<file path="src/rtl/regfile_wb_scoreboard_if.sv">
// rtl/regfile_wb_scoreboard_if.sv - issue/writeback/operand bundle for the register-file scoreboard
interface regfile_wb_scoreboard_if #(
   parameter int ADDR_W   = 5,
   parameter int NUM_REGS = 2**ADDR_W
);
   logic                Issue_Valid_i;
   logic [ADDR_W-1:0]   Issue_Register_i;
   logic                Issue_Ready_o;
   logic                WB_Valid_i;
   logic [ADDR_W-1:0]   Write_Register_i;
   logic [ADDR_W-1:0]   Read_Register_A_i;
   logic [ADDR_W-1:0]   Read_Register_B_i;
   logic                Hazard_A_o;
   logic                Hazard_B_o;
   logic [NUM_REGS-1:0] CP_o;
   logic [NUM_REGS-1:0] Pending_o;
   logic [ADDR_W:0]     Pending_Count_o;
   logic                Err_o;

   modport master (
      output Issue_Valid_i, Issue_Register_i, WB_Valid_i, Write_Register_i,
             Read_Register_A_i, Read_Register_B_i,
      input  Issue_Ready_o, Hazard_A_o, Hazard_B_o, CP_o, Pending_o,
             Pending_Count_o, Err_o
   );

   modport slave (
      input  Issue_Valid_i, Issue_Register_i, WB_Valid_i, Write_Register_i,
             Read_Register_A_i, Read_Register_B_i,
      output Issue_Ready_o, Hazard_A_o, Hazard_B_o, CP_o, Pending_o,
             Pending_Count_o, Err_o
   );
endinterface

</file>
<file path="src/rtl/regfile_wb_scoreboard.sv">
// rtl/regfile_wb_scoreboard.sv - write-enable decoder with pending-write scoreboard and RAW/WAW hazard flags
module regfile_wb_scoreboard #(
   parameter int ADDR_W           = 5,
   parameter int NUM_REGS         = 2**ADDR_W,
   parameter bit ZERO_REG_PROTECT = 1'b1
) (
   input logic                    clk,
   input logic                    reset,
   regfile_wb_scoreboard_if.slave bus
);
   localparam logic [NUM_REGS-1:0] ONE       = NUM_REGS'(1);
   localparam logic [NUM_REGS-1:0] KEEP_MASK = ZERO_REG_PROTECT ? ~ONE : {NUM_REGS{1'b1}};

   logic [NUM_REGS-1:0] pending_q, pending_d;
   logic [NUM_REGS-1:0] cp_q, cp_d;
   logic [ADDR_W:0]     count_q, count_d;
   logic                err_q, err_d;
   logic [NUM_REGS-1:0] wbclr;
   logic [NUM_REGS-1:0] iss_set;
   logic                issue_ready;
   logic                wb_to_zero;

   always_comb begin
      wbclr       = bus.WB_Valid_i ? (ONE << bus.Write_Register_i) : '0;
      issue_ready = ~(pending_q[bus.Issue_Register_i] & ~wbclr[bus.Issue_Register_i]);
      iss_set     = (bus.Issue_Valid_i && issue_ready) ? (ONE << bus.Issue_Register_i) : '0;
      // Set wins over clear when issue and writeback hit the same register.
      pending_d   = ((pending_q & ~wbclr) | iss_set) & KEEP_MASK;
      cp_d        = wbclr & KEEP_MASK;
      count_d     = '0;
      for (int r = 0; r < NUM_REGS; r++) begin
         count_d = count_d + {{ADDR_W{1'b0}}, pending_d[r]};
      end
      wb_to_zero  = ZERO_REG_PROTECT && (bus.Write_Register_i == '0);
      err_d       = err_q | (bus.WB_Valid_i & ~pending_q[bus.Write_Register_i] & ~wb_to_zero);
   end

   always_ff @(posedge clk) begin
      if (reset) begin
         pending_q <= '0;
         cp_q      <= '0;
         count_q   <= '0;
         err_q     <= 1'b0;
      end else begin
         pending_q <= pending_d;
         cp_q      <= cp_d;
         count_q   <= count_d;
         err_q     <= err_d;
      end
   end

   // A register being written this cycle is forwarded, so it does not stall reads.
   assign bus.Hazard_A_o      = pending_q[bus.Read_Register_A_i] & ~wbclr[bus.Read_Register_A_i];
   assign bus.Hazard_B_o      = pending_q[bus.Read_Register_B_i] & ~wbclr[bus.Read_Register_B_i];
   assign bus.Issue_Ready_o   = issue_ready;
   assign bus.CP_o            = cp_q;
   assign bus.Pending_o       = pending_q;
   assign bus.Pending_Count_o = count_q;
   assign bus.Err_o           = err_q;
endmodule

</file>
<file path="src/flat_wrapper.sv">
// flat-port wrapper written by rule: the top's interface ports become plain ports
module regfile_wb_scoreboard_flat 
#(
   parameter int ADDR_W           = 5,
   parameter int NUM_REGS         = 2**ADDR_W,
   parameter bit ZERO_REG_PROTECT = 1'b1
)
  (clk, reset, bus_Issue_Valid_i, bus_Issue_Register_i, bus_WB_Valid_i, bus_Write_Register_i, bus_Read_Register_A_i, bus_Read_Register_B_i, bus_Issue_Ready_o, bus_Hazard_A_o, bus_Hazard_B_o, bus_CP_o, bus_Pending_o, bus_Pending_Count_o, bus_Err_o);
  regfile_wb_scoreboard_if #(.ADDR_W(ADDR_W), .NUM_REGS(NUM_REGS)) bus_i ();
  input logic clk;
  input logic reset;
  input wire logic [$bits(bus_i.Issue_Valid_i)-1:0] bus_Issue_Valid_i;
  input wire logic [$bits(bus_i.Issue_Register_i)-1:0] bus_Issue_Register_i;
  input wire logic [$bits(bus_i.WB_Valid_i)-1:0] bus_WB_Valid_i;
  input wire logic [$bits(bus_i.Write_Register_i)-1:0] bus_Write_Register_i;
  input wire logic [$bits(bus_i.Read_Register_A_i)-1:0] bus_Read_Register_A_i;
  input wire logic [$bits(bus_i.Read_Register_B_i)-1:0] bus_Read_Register_B_i;
  output wire logic [$bits(bus_i.Issue_Ready_o)-1:0] bus_Issue_Ready_o;
  output wire logic [$bits(bus_i.Hazard_A_o)-1:0] bus_Hazard_A_o;
  output wire logic [$bits(bus_i.Hazard_B_o)-1:0] bus_Hazard_B_o;
  output wire logic [$bits(bus_i.CP_o)-1:0] bus_CP_o;
  output wire logic [$bits(bus_i.Pending_o)-1:0] bus_Pending_o;
  output wire logic [$bits(bus_i.Pending_Count_o)-1:0] bus_Pending_Count_o;
  output wire logic [$bits(bus_i.Err_o)-1:0] bus_Err_o;
  assign bus_i.Issue_Valid_i = bus_Issue_Valid_i;
  assign bus_i.Issue_Register_i = bus_Issue_Register_i;
  assign bus_i.WB_Valid_i = bus_WB_Valid_i;
  assign bus_i.Write_Register_i = bus_Write_Register_i;
  assign bus_i.Read_Register_A_i = bus_Read_Register_A_i;
  assign bus_i.Read_Register_B_i = bus_Read_Register_B_i;
  assign bus_Issue_Ready_o = bus_i.Issue_Ready_o;
  assign bus_Hazard_A_o = bus_i.Hazard_A_o;
  assign bus_Hazard_B_o = bus_i.Hazard_B_o;
  assign bus_CP_o = bus_i.CP_o;
  assign bus_Pending_o = bus_i.Pending_o;
  assign bus_Pending_Count_o = bus_i.Pending_Count_o;
  assign bus_Err_o = bus_i.Err_o;
  regfile_wb_scoreboard #(.ADDR_W(ADDR_W), .NUM_REGS(NUM_REGS), .ZERO_REG_PROTECT(ZERO_REG_PROTECT)) u_core (.clk(clk), .reset(reset), .bus(bus_i));
endmodule
</file>
<file path="config.mk">
export PLATFORM = sky130hd
export DESIGN_NAME = regfile_wb_scoreboard_flat
export DESIGN_NICKNAME = d
export VERILOG_FILES = /design/src/rtl/regfile_wb_scoreboard_if.sv /design/src/rtl/regfile_wb_scoreboard.sv /design/src/flat_wrapper.sv
export SDC_FILE = /design/constraint.sdc
export NUM_CORES = 1
export LEC_CHECK = 0
export BUFFER_PORTS_ARGS = -buffer_cell sky130_fd_sc_hd__buf_4
export CAP_MARGIN = 10
export CORE_UTILIZATION = 25
export DETAILED_ROUTE_END_ITERATION = 10
export GPL_ROUTABILITY_DRIVEN = 0
export GPL_TIMING_DRIVEN = 0
export HOLD_SLACK_MARGIN = 0.15
export PLACE_DENSITY_LB_ADDON = 0.05
export SLEW_MARGIN = 20
export SYNTH_ARGS = -nofsm -noshare
export SYNTH_HDL_FRONTEND = slang
export SYNTH_SLANG_ARGS = --single-unit
</file>
<file path="constraint.sdc">
create_clock -name clk -period 17.6 [get_ports clk]
set_clock_uncertainty 0.15 [all_clocks]
set_input_delay 0.88 -clock clk [delete_from_list [all_inputs] [get_ports clk]]
set_output_delay 0.88 -clock clk [all_outputs]
set_load 0.005 [all_outputs]
</file>
### Word level (Yosys, flattened, before mapping)

Index checks and enable logic that the tools add are counted.
W data, S select, Z words.

| storage, ports and cells | value |
|---|---|
| bits in registers | 71 |
| latch bits | 0 |
| RAM bits | 0 |
| ROM bits | 0 |
| input bits | 24 |
| memories | 0 |

| operators by class | value |
|---|---|
| add/subtract/negate cells | 30 |
| $mul | 0 |
| divide/modulo/power cells | 0 |
| $lt $le $gt $ge | 4 |
| equal/unequal tests | 0 |
| shift-type cells | 2 |
| muxes and demuxes | 16 |
| bitwise logic cells | 15 |
| reduce and logical (&&, ||, !) cells | 2 |

Operator list:

| kind | count |
|---|---|
| $add A6 B1 Y6 | 29 |
| $mux W32 | 2 |
| $shl A1 B5 Y32 const A | 2 |
| $bmux W1 S5 | 7 |
| $and A32 B32 Y32 | 1 |
| $not A32 Y32 | 1 |
| $or A32 B32 Y32 | 1 |
| $lt A5 B6 Y1 const B | 4 |
| $mux W1 | 7 |
| $not A1 Y1 | 6 |
| $and A1 B1 Y1 | 5 |
| $logic_not A5 Y1 | 1 |
| $add A1 B1 Y2 | 1 |
| $logic_and A1 B1 Y1 | 1 |
| $or A1 B1 Y1 | 1 |

### Logic depth before layout (Yosys ltp)

Gate-level depths: netlist (run 1).

| depth | value |
|---|---|
| depth in word-level cells | 40 |
| depth in mapped cells | 25 |
| mapped depth without buffers | 22 |

### Worst setup path before layout (run 1)

OpenSTA, ideal clock, no wires.

| timing path | value |
|---|---|
| path type | in2reg |
| start | input port bus_Issue_Register_i[0] |
| end | register u_core.count_q[4] (netlist: u_core.bus.Pending_Count_o[4]) |
| library setup time | 128 ps |
| arrival | 6721 ps |
| required time | 17322 ps |
| path slack | 10601 ps |
| stages on the path | 23 |
| cell sequence | clkbuf_1 mux4_2 mux2_2 buf_2 o21ai_1 nand2_1 ha_1 inv_1 fa_1 inv_1 fa_1 fa_1 fa_1 fa_1 inv_1 fa_1 inv_1 ha_1 fa_1 a21o_1 a21oi_1 xor2_1 nor2_1 |

| between the ends | value |
|---|---|
| word-level cells in the longest chain between the ends | 38 |
| elaborated cells between the ends (all ways) | 41 |

Ends and longest elaborated chain:

| what | RTL line | source |
|---|---|---|
| start: declaration | flat_wrapper.sv:13 | `input wire logic [$bits(bus_i.Issue_Register_i)-1:0] bus_Issue_Register_i;` |
| $bmux W1 S5 | regfile_wb_scoreboard.sv:25 | `issue_ready = ~(pending_q[bus.Issue_Register_i] & ~wbclr[bus.Issue_Register_i]);` |
| $mux W1 (not written as such) | regfile_wb_scoreboard.sv:25 |  |
| $not A1 Y1 | regfile_wb_scoreboard.sv:25 |  |
| $and A1 B1 Y1 | regfile_wb_scoreboard.sv:25 |  |
| $not A1 Y1 | regfile_wb_scoreboard.sv:25 |  |
| $logic_and A1 B1 Y1 | regfile_wb_scoreboard.sv:26 | `iss_set = (bus.Issue_Valid_i && issue_ready) ? (ONE << bus.Issue_Register_i) : '0;` |
| $mux W32 (*) | regfile_wb_scoreboard.sv:26 |  |
| $or A32 B32 Y32 (*) | regfile_wb_scoreboard.sv:28 | `pending_d = ((pending_q & ~wbclr) \| iss_set) & KEEP_MASK;` |
| named net u_core.pending_d[1] | regfile_wb_scoreboard.sv:14 | `logic [NUM_REGS-1:0] pending_q, pending_d;` |
| $add A1 B1 Y2 (*) | regfile_wb_scoreboard.sv:32 | `count_d = count_d + {{ADDR_W{1'b0}}, pending_d[r]};` |
| $add A6 B1 Y6 (*) (29 in series) | regfile_wb_scoreboard.sv:32 |  |
| end signal: assignment | regfile_wb_scoreboard.sv:47 | `count_q <= count_d;` |
| end: declaration | regfile_wb_scoreboard.sv:16 | `logic [ADDR_W:0] count_q, count_d;` |

The timed path passes the listed nets; every way through them passes the cells marked *. The select of a mux whose other input is x is not followed.
A chain may end at the register's enable or synchronous reset.

### Final worst setup path (run 1)

| timing path | value |
|---|---|
| start | input port bus_Write_Register_i[4] |
| end | register u_core.count_q[4] (netlist: u_core.bus.Pending_Count_o[4]) |

| between the ends | value |
|---|---|
| word-level cells in the longest chain between the ends | 40 |
| elaborated cells between the ends (all ways) | 42 |

Ends and longest elaborated chain:

| what | RTL line | source |
|---|---|---|
| start: declaration | flat_wrapper.sv:15 | `input wire logic [$bits(bus_i.Write_Register_i)-1:0] bus_Write_Register_i;` |
| $shl A1 B5 Y32 (*) | regfile_wb_scoreboard.sv:24 | `wbclr = bus.WB_Valid_i ? (ONE << bus.Write_Register_i) : '0;` |
| $mux W32 (*) | regfile_wb_scoreboard.sv:24 |  |
| $bmux W1 S5 | regfile_wb_scoreboard.sv:25 |  |
| $mux W1 (not written as such) | regfile_wb_scoreboard.sv:25 |  |
| $not A1 Y1 | regfile_wb_scoreboard.sv:25 |  |
| $and A1 B1 Y1 | regfile_wb_scoreboard.sv:25 |  |
| $not A1 Y1 | regfile_wb_scoreboard.sv:25 |  |
| $logic_and A1 B1 Y1 | regfile_wb_scoreboard.sv:26 |  |
| $mux W32 | regfile_wb_scoreboard.sv:26 |  |
| $or A32 B32 Y32 (*) | regfile_wb_scoreboard.sv:28 |  |
| named net u_core.pending_d[2] | regfile_wb_scoreboard.sv:14 |  |
| $add A1 B1 Y2 (*) | regfile_wb_scoreboard.sv:32 |  |
| $add A6 B1 Y6 (*) (29 in series) | regfile_wb_scoreboard.sv:32 |  |

Marked as above.

==> impl_metrics.json, run 1 <==
{
  "timing.critical_path.fanout_max": 10,
  "post-synth-top-count-cell": "sky130_fd_sc_hd__dfxtp_1",
  "final_min_period_over_clock_period": 0.408,
  "fin_total_pwr_uw": 432,
  "drt_pre_antenna_iters": 5,
  "routed_via_density": 5.19,
  "placement_rows": 49,
  "detail_route.wirelength_um": 18100,
  "static-leakage-power_uw": 0.00241,
  "buffer_ports.inserted": 84,
  "fin_util": 0.327,
  "via_count": 4354,
  "yosys_register_bits": 69,
  "setup.worst_path.end_class": "register",
  "slew_viol_final": 0,
  "synthesis.yosys.warnings": 0,
  "insertedDiodeCount": 0,
  "clock_latency_ps": 350,
  "yosysTopAreaCellShare": 0.293,
  "antenna_found_initial": 0,
  "unrepaired_setup_endpoints_after_global_routing": "false",
  "placeableCoreArea_mm2": 0.0182,
  "design.die.area_mm2": 0.0194,
  "synth_top_area_cell": "sky130_fd_sc_hd__dfxtp_1",
  "design.final.nets": 661,
  "crit_arrival_ps": 7240,
  "drc": 0,
  "cts_hold_repair.buffers": 0,
  "drtAntennaViolNets": 0,
  "clock_path_buffers": 2,
  "final.setup.tns_ps": 0,
  "postSynthAreaPerCell_um2": 9.25,
  "outcome": "completed",
  "finalSetupViolCount": 0,
  "cts_root_buf": "sky130_fd_sc_hd__clkbuf_16",
  "mapped_cell_area_mm2": 0.00471,
  "netlist_instances": 509,
  "maxSlewHeadroom": 0.401,
  "grt_start_max_net_pins": 15,
  "global_route.usage.total": 0.192,
  "fp.dieH_um": 139,
  "clk_pin_slew_ps": 80,
  "pwr_density_cell_mw_per_mm2": 72.5,
  "ctsResizeCount": 0,
  "post_synth_main_area_contributors": "sky130_fd_sc_hd__dfxtp_1, sky130_fd_sc_hd__mux4_2, sky130_fd_sc_hd__fa_1",
  "crit_path_cell_trace": "buf_4, clkbuf_1, or3b_2, or2_0, o21ai_0, nand2_1, ha_1, inv_1, fa_1, inv_1, fa_1, fa_1, fa_1, fa_1, inv_1, fa_1, inv_1, ha_1, fa_1, a21o_1, a21oi_1, xor2_1, nor2_1",
  "cts_tree": "done",
  "tightestPinTransition_ps": 893,
  "dp_hpwl_um": 13900,
  "synthFlopType": "sky130_fd_sc_hd__dfxtp_1",
  "worst_path_most_repeated_cell": "sky130_fd_sc_hd__fa_1",
  "synth_async_sr_flop_share": 0,
  "post_synth_most_frequent_cells": "sky130_fd_sc_hd__dfxtp_1, sky130_fd_sc_hd__nor2_1, sky130_fd_sc_hd__o21ai_0",
  "worst_path_max_delay_cell": "sky130_fd_sc_hd__or3b_2",
  "period_minus_slack_ps": 7180,
  "cp.required_ps": 17650,
  "drt_iter0_drc": 248,
  "critical_path_class": "in -> reg",
  "post_synth_num_cell_types": 55,
  "grt_overflow": 0,
  "number_of_global_route_vias_before_repair": 4485,
  "max_freq_ghz": 0.139,
  "first_pass_grt_wire_length_um": 27400,
  "vdd.ir_drop.worst_mv": 0.0416,
  "cap_violations": 0,
  "area.growth.synth_to_final_pct": 26.5,
  "drt-wirelength-per-cell_um": 21.6,
  "htree_num_levels": 3,
  "cts.sink_count": 69,
  "final_hold_viol_count": 0,
  "die_w_um": 139,
  "cts_made_buffers": 9,
  "cts_setup_buffers": 0,
  "io-pin-count": 98,
  "slowest_delay_ps": 540,
  "worstHoldPathType": "reg -> reg",
  "start_kind": "primary input",
  "ff2ff_setup_slack_ps": 10850,
  "share_of_cells_above_drive_strength_1": 0.261,
  "synth.yosys.seq_area_share": 0.293,
  "number_of_flops_mapped_to_enable_cells_by_yosys": 0,
  "floorplan.initialDensity": 0.259
}
cell type report:
type	instances	area (um^2)
plain buffers	41	199
inverters	34	128
flip-flops and latches	69	1380
multi-input cells	366	3010
repair buffers	84	631
fillers	1907	12200
clock buffers	9	225
clock inverters	7	104
well taps	229	287
worst paths after layout:
path                            startpoint                            end  cells after the start
setup / recovery   bus_Write_Register_i[4]  u_core.bus.Pending_Count_o[4]                     23
hold reg to reg   u_core.bus.Pending_o[13]       u_core.bus.Pending_o[13]                      2
hold / removal    u_core.bus.Pending_o[13]       u_core.bus.Pending_o[13]                      2
setup reg to reg  u_core.bus.Pending_o[11]  u_core.bus.Pending_Count_o[4]                     23
state kept, by name, indices dropped and copies added (netlist names):
signal / flops
u_core.bus.CP_o: 31
u_core.bus.Err_o: 1
u_core.bus.Pending_Count_o: 6
u_core.bus.Pending_o: 31
layout by cell type, fill, tap and decap left out, drive strengths merged, types with 4 or more instances in the layout:
master,n
nor3,9
a21oi,25
inv,37
dfxtp,69
mux2,4
ha,9
o22ai,10
or2,14
nor4,4
nor2,57
nand3,6
fa,23
xnor2,4
o311ai,4
and2,9
mux2i,18
clkbuf,30
o32ai,5
o31a,6
nand2,21
o21ai,56
buf,104
o31ai,6
nor2b,6
xor2,7
mux4,25
nand2b,4
routing by layer:
layer | wire length (um) | share of wire | track usage | up-vias
met5 | 0 | 0 | 0 | -
met4 | 538 | 0.030 | 0.0702 | 0
met3 | 1000 | 0.055 | 0.0375 | 42
met2 | 8690 | 0.48 | 0.319 | 150
met1 | 7860 | 0.43 | 0.247 | 2158
li1 | - | - | - | 2004
logic make-up after synthesis:
kind of cell    Yosys count  share of synthesized area
flops                    69                      0.293
fa+ha+maj                32                      0.122
xor+xnor                 11                     0.0205
buf+inv                  75                     0.0693
mux                      47                      0.169
other cells               1                   0.000796
compound gates          128                      0.171
simple gates            146                      0.155
metrics by stage:
stage / std cells / hold WS [ps] / instance area, um^2 / worst slack [ps]
2_1_floorplan: 510 / 375 / 4710 / 10600
3_3_place_gp: 823 / 447 / 5630 / 10050
3_5_place_dp: 823 / 452 / 5630 / 10080
4_1_cts: 839 / 469 / 5960 / 10410
5_1_grt: 839 / 513 / 5960 / 10000
6_report: 839 / 468 / 5960 / 10420
critical path, delay by kind of cell:
kind | cells | cell delay [ps]
AOI/OAI and AO/OA | 3 | 700
and+or+nand+nor | 4 | 1140
adders and majority gates | 9 | 3820
xor gates and xnor gates | 1 | 160
buffers and inverters | 6 | 500
power breakdown:
part           total (uW)  internal [uW]  switching [uW]
combinational        65.3           26.3            39.0
clock                 205            126            79.0
sequential            162            159            2.63
total                 432            312             121
Note: power is estimated with default switching activity, not from simulation.
==> run 2, diff against run 1 <==
==> constraint.sdc (replaced) <==
create_clock -name clk -period 6 [get_ports clk]
set_clock_uncertainty 0.15 [all_clocks]
set_input_delay 0.3 -clock clk [delete_from_list [all_inputs] [get_ports clk]]
set_output_delay 0.3 -clock clk [all_outputs]
set_load 0.005 [all_outputs]
==> impl_metrics.json, run 2 (synthesis results as in run 1) <==
{
  "period_minus_slack_ps": 6220,
  "antenna_found_initial": 0,
  "mostFrequentLayoutCell": "sky130_fd_sc_hd__buf_4",
  "outcome": "complete, but fails checks",
  "global_route.usage.total": 0.196,
  "layout_common_cells": "sky130_fd_sc_hd__buf_4, sky130_fd_sc_hd__nor2_1, sky130_fd_sc_hd__dfxtp_1",
  "cts_made_buffers": 9,
  "crit_path_cell_trace": "mux4_2, o2111ai_4, o21ai_4, clkbuf_4, o21a_1, fa_1, fa_1, inv_1, fa_1, fa_2, fa_1, inv_1, fa_1, inv_2, ha_4, fa_2, a21o_1, a21oi_2, xor2_1, nor2_1",
  "routed_via_density": 5.10,
  "insertedDiodeCount": 0,
  "drt_iter0_drc": 207,
  "vdd.ir_drop.worst_mv": 0.124,
  "grt_start_max_net_pins": 13,
  "final_min_period_over_clock_period": 1.04,
  "die_w_um": 139,
  "timing.reg2reg.worst_path_depth": 20,
  "cts_root_buf": "sky130_fd_sc_hd__clkbuf_16",
  "grt_overflow": 0,
  "hold-path-cell-count": 3,
  "design.final.nets": 681,
  "cap_violations": 0,
  "pwr_density_cell_mw_per_mm2": 207,
  "slew_viol_final": 0,
  "drt_pre_antenna_iters": 4,
  "static-leakage-power_uw": 0.00253,
  "clk_pin_slew_ps": 60,
  "drt-wirelength-per-cell_um": 21.5,
  "finalSetupViolCount": 2,
  "cts_hold_repair.buffers": 0,
  "drc": 0,
  "failed_checks": "negative setup slack",
  "max_freq_ghz": 0.161,
  "dp_hpwl_um": 13900,
  "tightestPinTransition_ps": 841,
  "number_of_global_route_vias_before_repair": 4513,
  "multi_input_area_mm2": 0.00310,
  "start_kind": "register",
  "clock_path_buffers": 2,
  "timing.hold.ws_ps": 219,
  "unrepaired_setup_endpoints_after_global_routing": "true",
  "worst_path_max_delay_cell": "sky130_fd_sc_hd__fa_1",
  "first_pass_grt_wire_length_um": 28000,
  "area.growth.synth_to_final_pct": 33.0,
  "worstHoldPathType": "in -> reg",
  "placeableCoreArea_mm2": 0.0182,
  "via_count": 4379,
  "timing.critical_path.fanout_max": 10,
  "io-pin-count": 98,
  "seqCellArea_mm2": 0.00142,
  "detail_route.wirelength_um": 18400,
  "worst_path_most_repeated_cell": "sky130_fd_sc_hd__fa_1",
  "fp.dieH_um": 139,
  "design.die.area_mm2": 0.0194,
  "cts.sink_count": 69,
  "cp.required_ps": 6060,
  "placement_rows": 49,
  "crit_arrival_ps": 6280,
  "clock_latency_ps": 340,
  "htree_num_levels": 3,
  "drtAntennaViolNets": 0,
  "critical_path_class": "reg -> reg",
  "buffer_ports.inserted": 84,
  "final_hold_viol_count": 0,
  "setup_slack_ps": -219,
  "slowest_delay_ps": 550,
  "share_of_cells_above_drive_strength_1": 0.334,
  "final.setup.tns_ps": -240,
  "maxSlewHeadroom": 0.440,
  "setup.worst_path.end_class": "register",
  "cts_tree": "done",
  "floorplan.initialDensity": 0.259,
  "num-fill-cells": 1931
}
## run 2: cell types whose count changed in the layout (fill, tap and decap cells not counted), moves of 3 or more
cell / before / now
sky130_fd_sc_hd__inv_1: 34 / 30
sky130_fd_sc_hd__buf_4: 86 / 106
sky130_fd_sc_hd__fa_2: 0 / 3
sky130_fd_sc_hd__o21ai_4: 0 / 3
sky130_fd_sc_hd__dfxtp_2: 0 / 7
sky130_fd_sc_hd__o21ai_0: 44 / 40
sky130_fd_sc_hd__dfxtp_4: 0 / 7
sky130_fd_sc_hd__inv_2: 0 / 4
sky130_fd_sc_hd__dfxtp_1: 69 / 55
sky130_fd_sc_hd__fa_1: 23 / 20
sky130_fd_sc_hd__inv_6: 3 / 0
## run 2: cell type report
cell class                      count  share of cell area
Tap cell                          229              0.0457
Clock buffer                        9              0.0359
Inverter                           34              0.0204
Multi-Input combinational cell    366               0.495
Buffer                             41              0.0339
Timing Repair Buffer              104               0.125
Sequential cell                    69               0.226
Clock inverter                      6              0.0180
## run 2: final timing paths
kind / from / endpoint / slack (ps)
setup / recovery: u_core.bus.Pending_o[17] / u_core.bus.Pending_Count_o[4] / -220
hold / removal: reset / u_core.bus.Err_o / 220
setup reg to reg: u_core.bus.Pending_o[17] / u_core.bus.Pending_Count_o[4] / -220
hold reg to reg: u_core.bus.Pending_o[21] / u_core.bus.Pending_o[21] / 430
## run 2: where the power goes
part           switching [uW]  internal (uW)
Sequential               7.31            465
Clock                     214            404
Combinational             124           86.4
Total                     345            955
## run 2: what timing repair did
action                                  CTS  global route
endpoints found under the setup margin    5             5
pin swaps                                12            11
setup buffers                            12             8
endpoints found under the hold margin     0             0
resized for setup                        27            19
## run 2: layer usage
layer / share of wire / track usage / vias up
met5: 0 / 0 / -
li1: - / - / 2044
met1: 0.46 / 0.259 / 2173
met3: 0.054 / 0.0447 / 22
met4: 0.016 / 0.0561 / 0
met2: 0.47 / 0.320 / 140
## run 2: critical path: cells and delay by family (launching register included)
kind	cells	cell delay, ps
buffers and inverters	4	380
and+or+nand+nor	1	50
xor gates and xnor gates	1	150
DFF	1	390
muxes	1	520
adders and majority gates	8	3530
AOI/OAI and AO/OA	5	920
## run 2: through the flow
step	setup WS (ps)	cells	total power, uW	util	cell area [um^2]
after floorplan	-152	510	605	-	4740
after global placement	-800	823	679	0.311	5660
after detailed placement	-822	823	680	0.311	5660
after CTS	-400	850	1310	0.339	6170
after global routing	-504	858	1360	0.344	6270
final	-219	858	1300	0.344	6270
==> run 3, diff against run 2 <==
==> constraint.sdc (replaced) <==
create_clock -name clk -period 6.3 [get_ports clk]
set_clock_uncertainty 0.15 [all_clocks]
set_input_delay 0.315 -clock clk [delete_from_list [all_inputs] [get_ports clk]]
set_output_delay 0.315 -clock clk [all_outputs]
set_load 0.005 [all_outputs]
==> impl_metrics.json, run 3 (synthesis results as in run 1) <==
{
  "cts_made_buffers": 9,
  "pwr_density_cell_mw_per_mm2": 200,
  "final_hold_viol_count": 0,
  "unrepaired_setup_endpoints_after_global_routing": "true",
  "crit_arrival_ps": 6300,
  "drtAntennaViolNets": 0,
  "die_w_um": 139,
  "via_count": 4370,
  "max_freq_ghz": 0.160,
  "drc": 0,
  "insertedDiodeCount": 0,
  "worstHoldPathType": "in -> reg",
  "global_route.usage.total": 0.194,
  "drt_pre_antenna_iters": 5,
  "slowest_delay_ps": 550,
  "setup.worst_path.end_class": "register",
  "area.growth.synth_to_final_pct": 32.7,
  "clock_path_buffers": 2,
  "dp_hpwl_um": 13900,
  "share_of_cells_above_drive_strength_1": 0.329,
  "worst_path_most_repeated_cell": "sky130_fd_sc_hd__fa_1",
  "vdd.ir_drop.worst_mv": 0.107,
  "tightestPinTransition_ps": 794,
  "cts_hold_repair.buffers": 0,
  "cap_violations": 0,
  "number_of_global_route_vias_before_repair": 4420,
  "cp.required_ps": 6350,
  "antenna_found_initial": 0,
  "grt_overflow": 0,
  "crit_path_cell_trace": "mux4_2, o2111ai_4, o21ai_4, clkbuf_4, o21a_1, fa_1, fa_1, inv_1, fa_1, fa_1, fa_1, inv_1, fa_1, inv_1, ha_2, fa_2, a21o_1, a21oi_2, xor2_1, nor2_1",
  "clk_pin_slew_ps": 60,
  "dp_cell_count": 823,
  "timing.hold.ws_ps": 256,
  "period_minus_slack_ps": 6240,
  "worst_path_max_delay_cell": "sky130_fd_sc_hd__fa_1",
  "mostFrequentLayoutCell": "sky130_fd_sc_hd__buf_4",
  "floorplan.initialDensity": 0.259,
  "io-pin-count": 98,
  "htree_num_levels": 3,
  "design.final.nets": 681,
  "detail_route.wirelength_um": 18500,
  "design.die.area_mm2": 0.0194,
  "clock_latency_ps": 340,
  "ff2ff_setup_slack_ps": 60,
  "start_kind": "register",
  "timing.critical_path.fanout_max": 10,
  "buffer_ports.inserted": 84,
  "critical_path_class": "reg -> reg",
  "drt_iter0_drc": 248,
  "cts.sink_count": 69,
  "placeableCoreArea_mm2": 0.0182,
  "maxSlewHeadroom": 0.471,
  "final_cell_count_no_fill": 859,
  "grt_start_max_net_pins": 13,
  "static-leakage-power_uw": 0.00256,
  "first_pass_grt_wire_length_um": 27700,
  "drt-wirelength-per-cell_um": 21.5,
  "cts_tree": "done",
  "routed_via_density": 5.09,
  "placement_rows": 49,
  "layout_common_cells": "sky130_fd_sc_hd__buf_4, sky130_fd_sc_hd__nor2_1, sky130_fd_sc_hd__dfxtp_1",
  "final_min_period_over_clock_period": 0.991,
  "slew_viol_final": 0,
  "outcome": "completed",
  "fp.dieH_um": 139,
  "cts_root_buf": "sky130_fd_sc_hd__clkbuf_16",
  "finalSetupViolCount": 0
}
[run 3: path summary, 6_finish.rpt]
kind	startpoint	end	depth (start not counted)
max	u_core.bus.Pending_o[19]	u_core.bus.Pending_Count_o[4]	20
min	reset	u_core.bus.Err_o	3
max reg2reg	u_core.bus.Pending_o[19]	u_core.bus.Pending_Count_o[4]	20
min reg2reg	u_core.bus.Pending_o[2]	u_core.bus.Pending_o[2]	2
[run 3: report_power, final]
group	internal, uW	total [uW]	switching, uW
Clock	399	605	206
Sequential	442	449	6.88
Combinational	79.3	195	115
Total	921	1250	328
[run 3: layout make-up]
cell class              count  area, um^2
plain buffers              41         215
repair buffers            104         781
inverters                  34         128
clock inverters             5         108
multi-input cells         366        3070
clock buffers              11         243
well taps                 229         287
fillers                  1959       12000
flip-flops and latches     69        1420
[run 3: critical path: cells and delay by family, from the launching register on]
family	cells	cell delay [ps]
buffers and inverters	4	370
and+or+nand+nor	1	50
xor gates and xnor gates	1	150
AOI/OAI and AO/OA	5	890
DFF	1	400
adders and majority gates	8	3550
muxes	1	530
[run 3: layer usage]
layer | global-route usage | wire, um | share of wire
met1 | 0.258 | 8350 | 0.45
met3 | 0.0337 | 765 | 0.041
met2 | 0.322 | 9020 | 0.49
met4 | 0.0544 | 344 | 0.019
met5 | 0 | 0 | 0
[run 3: through the flow]
| step | util | total power, uW | area (um^2) | setup TNS [ps] | setup WS [ps] |
|---|---|---|---|---|---|
| 5_1_grt | 0.343 | 1300 | 6250 | -115 | -115 |
| 3_3_place_gp | 0.310 | 647 | 5640 | -1700 | -638 |
| 3_5_place_dp | 0.310 | 648 | 5640 | -1770 | -633 |
| 6_report | 0.343 | 1250 | 6250 | 0 | 56.2 |
| 4_1_cts | 0.336 | 1260 | 6120 | -92.5 | -92.5 |
| 2_1_floorplan | - | 576 | 4720 | 0 | 5.66 |
[run 3: timing repair]
item                       CTS  global route
buffers inserted             8            12
pin swaps                   11             8
resized for setup           27            16
setup endpoints to repair    5             5
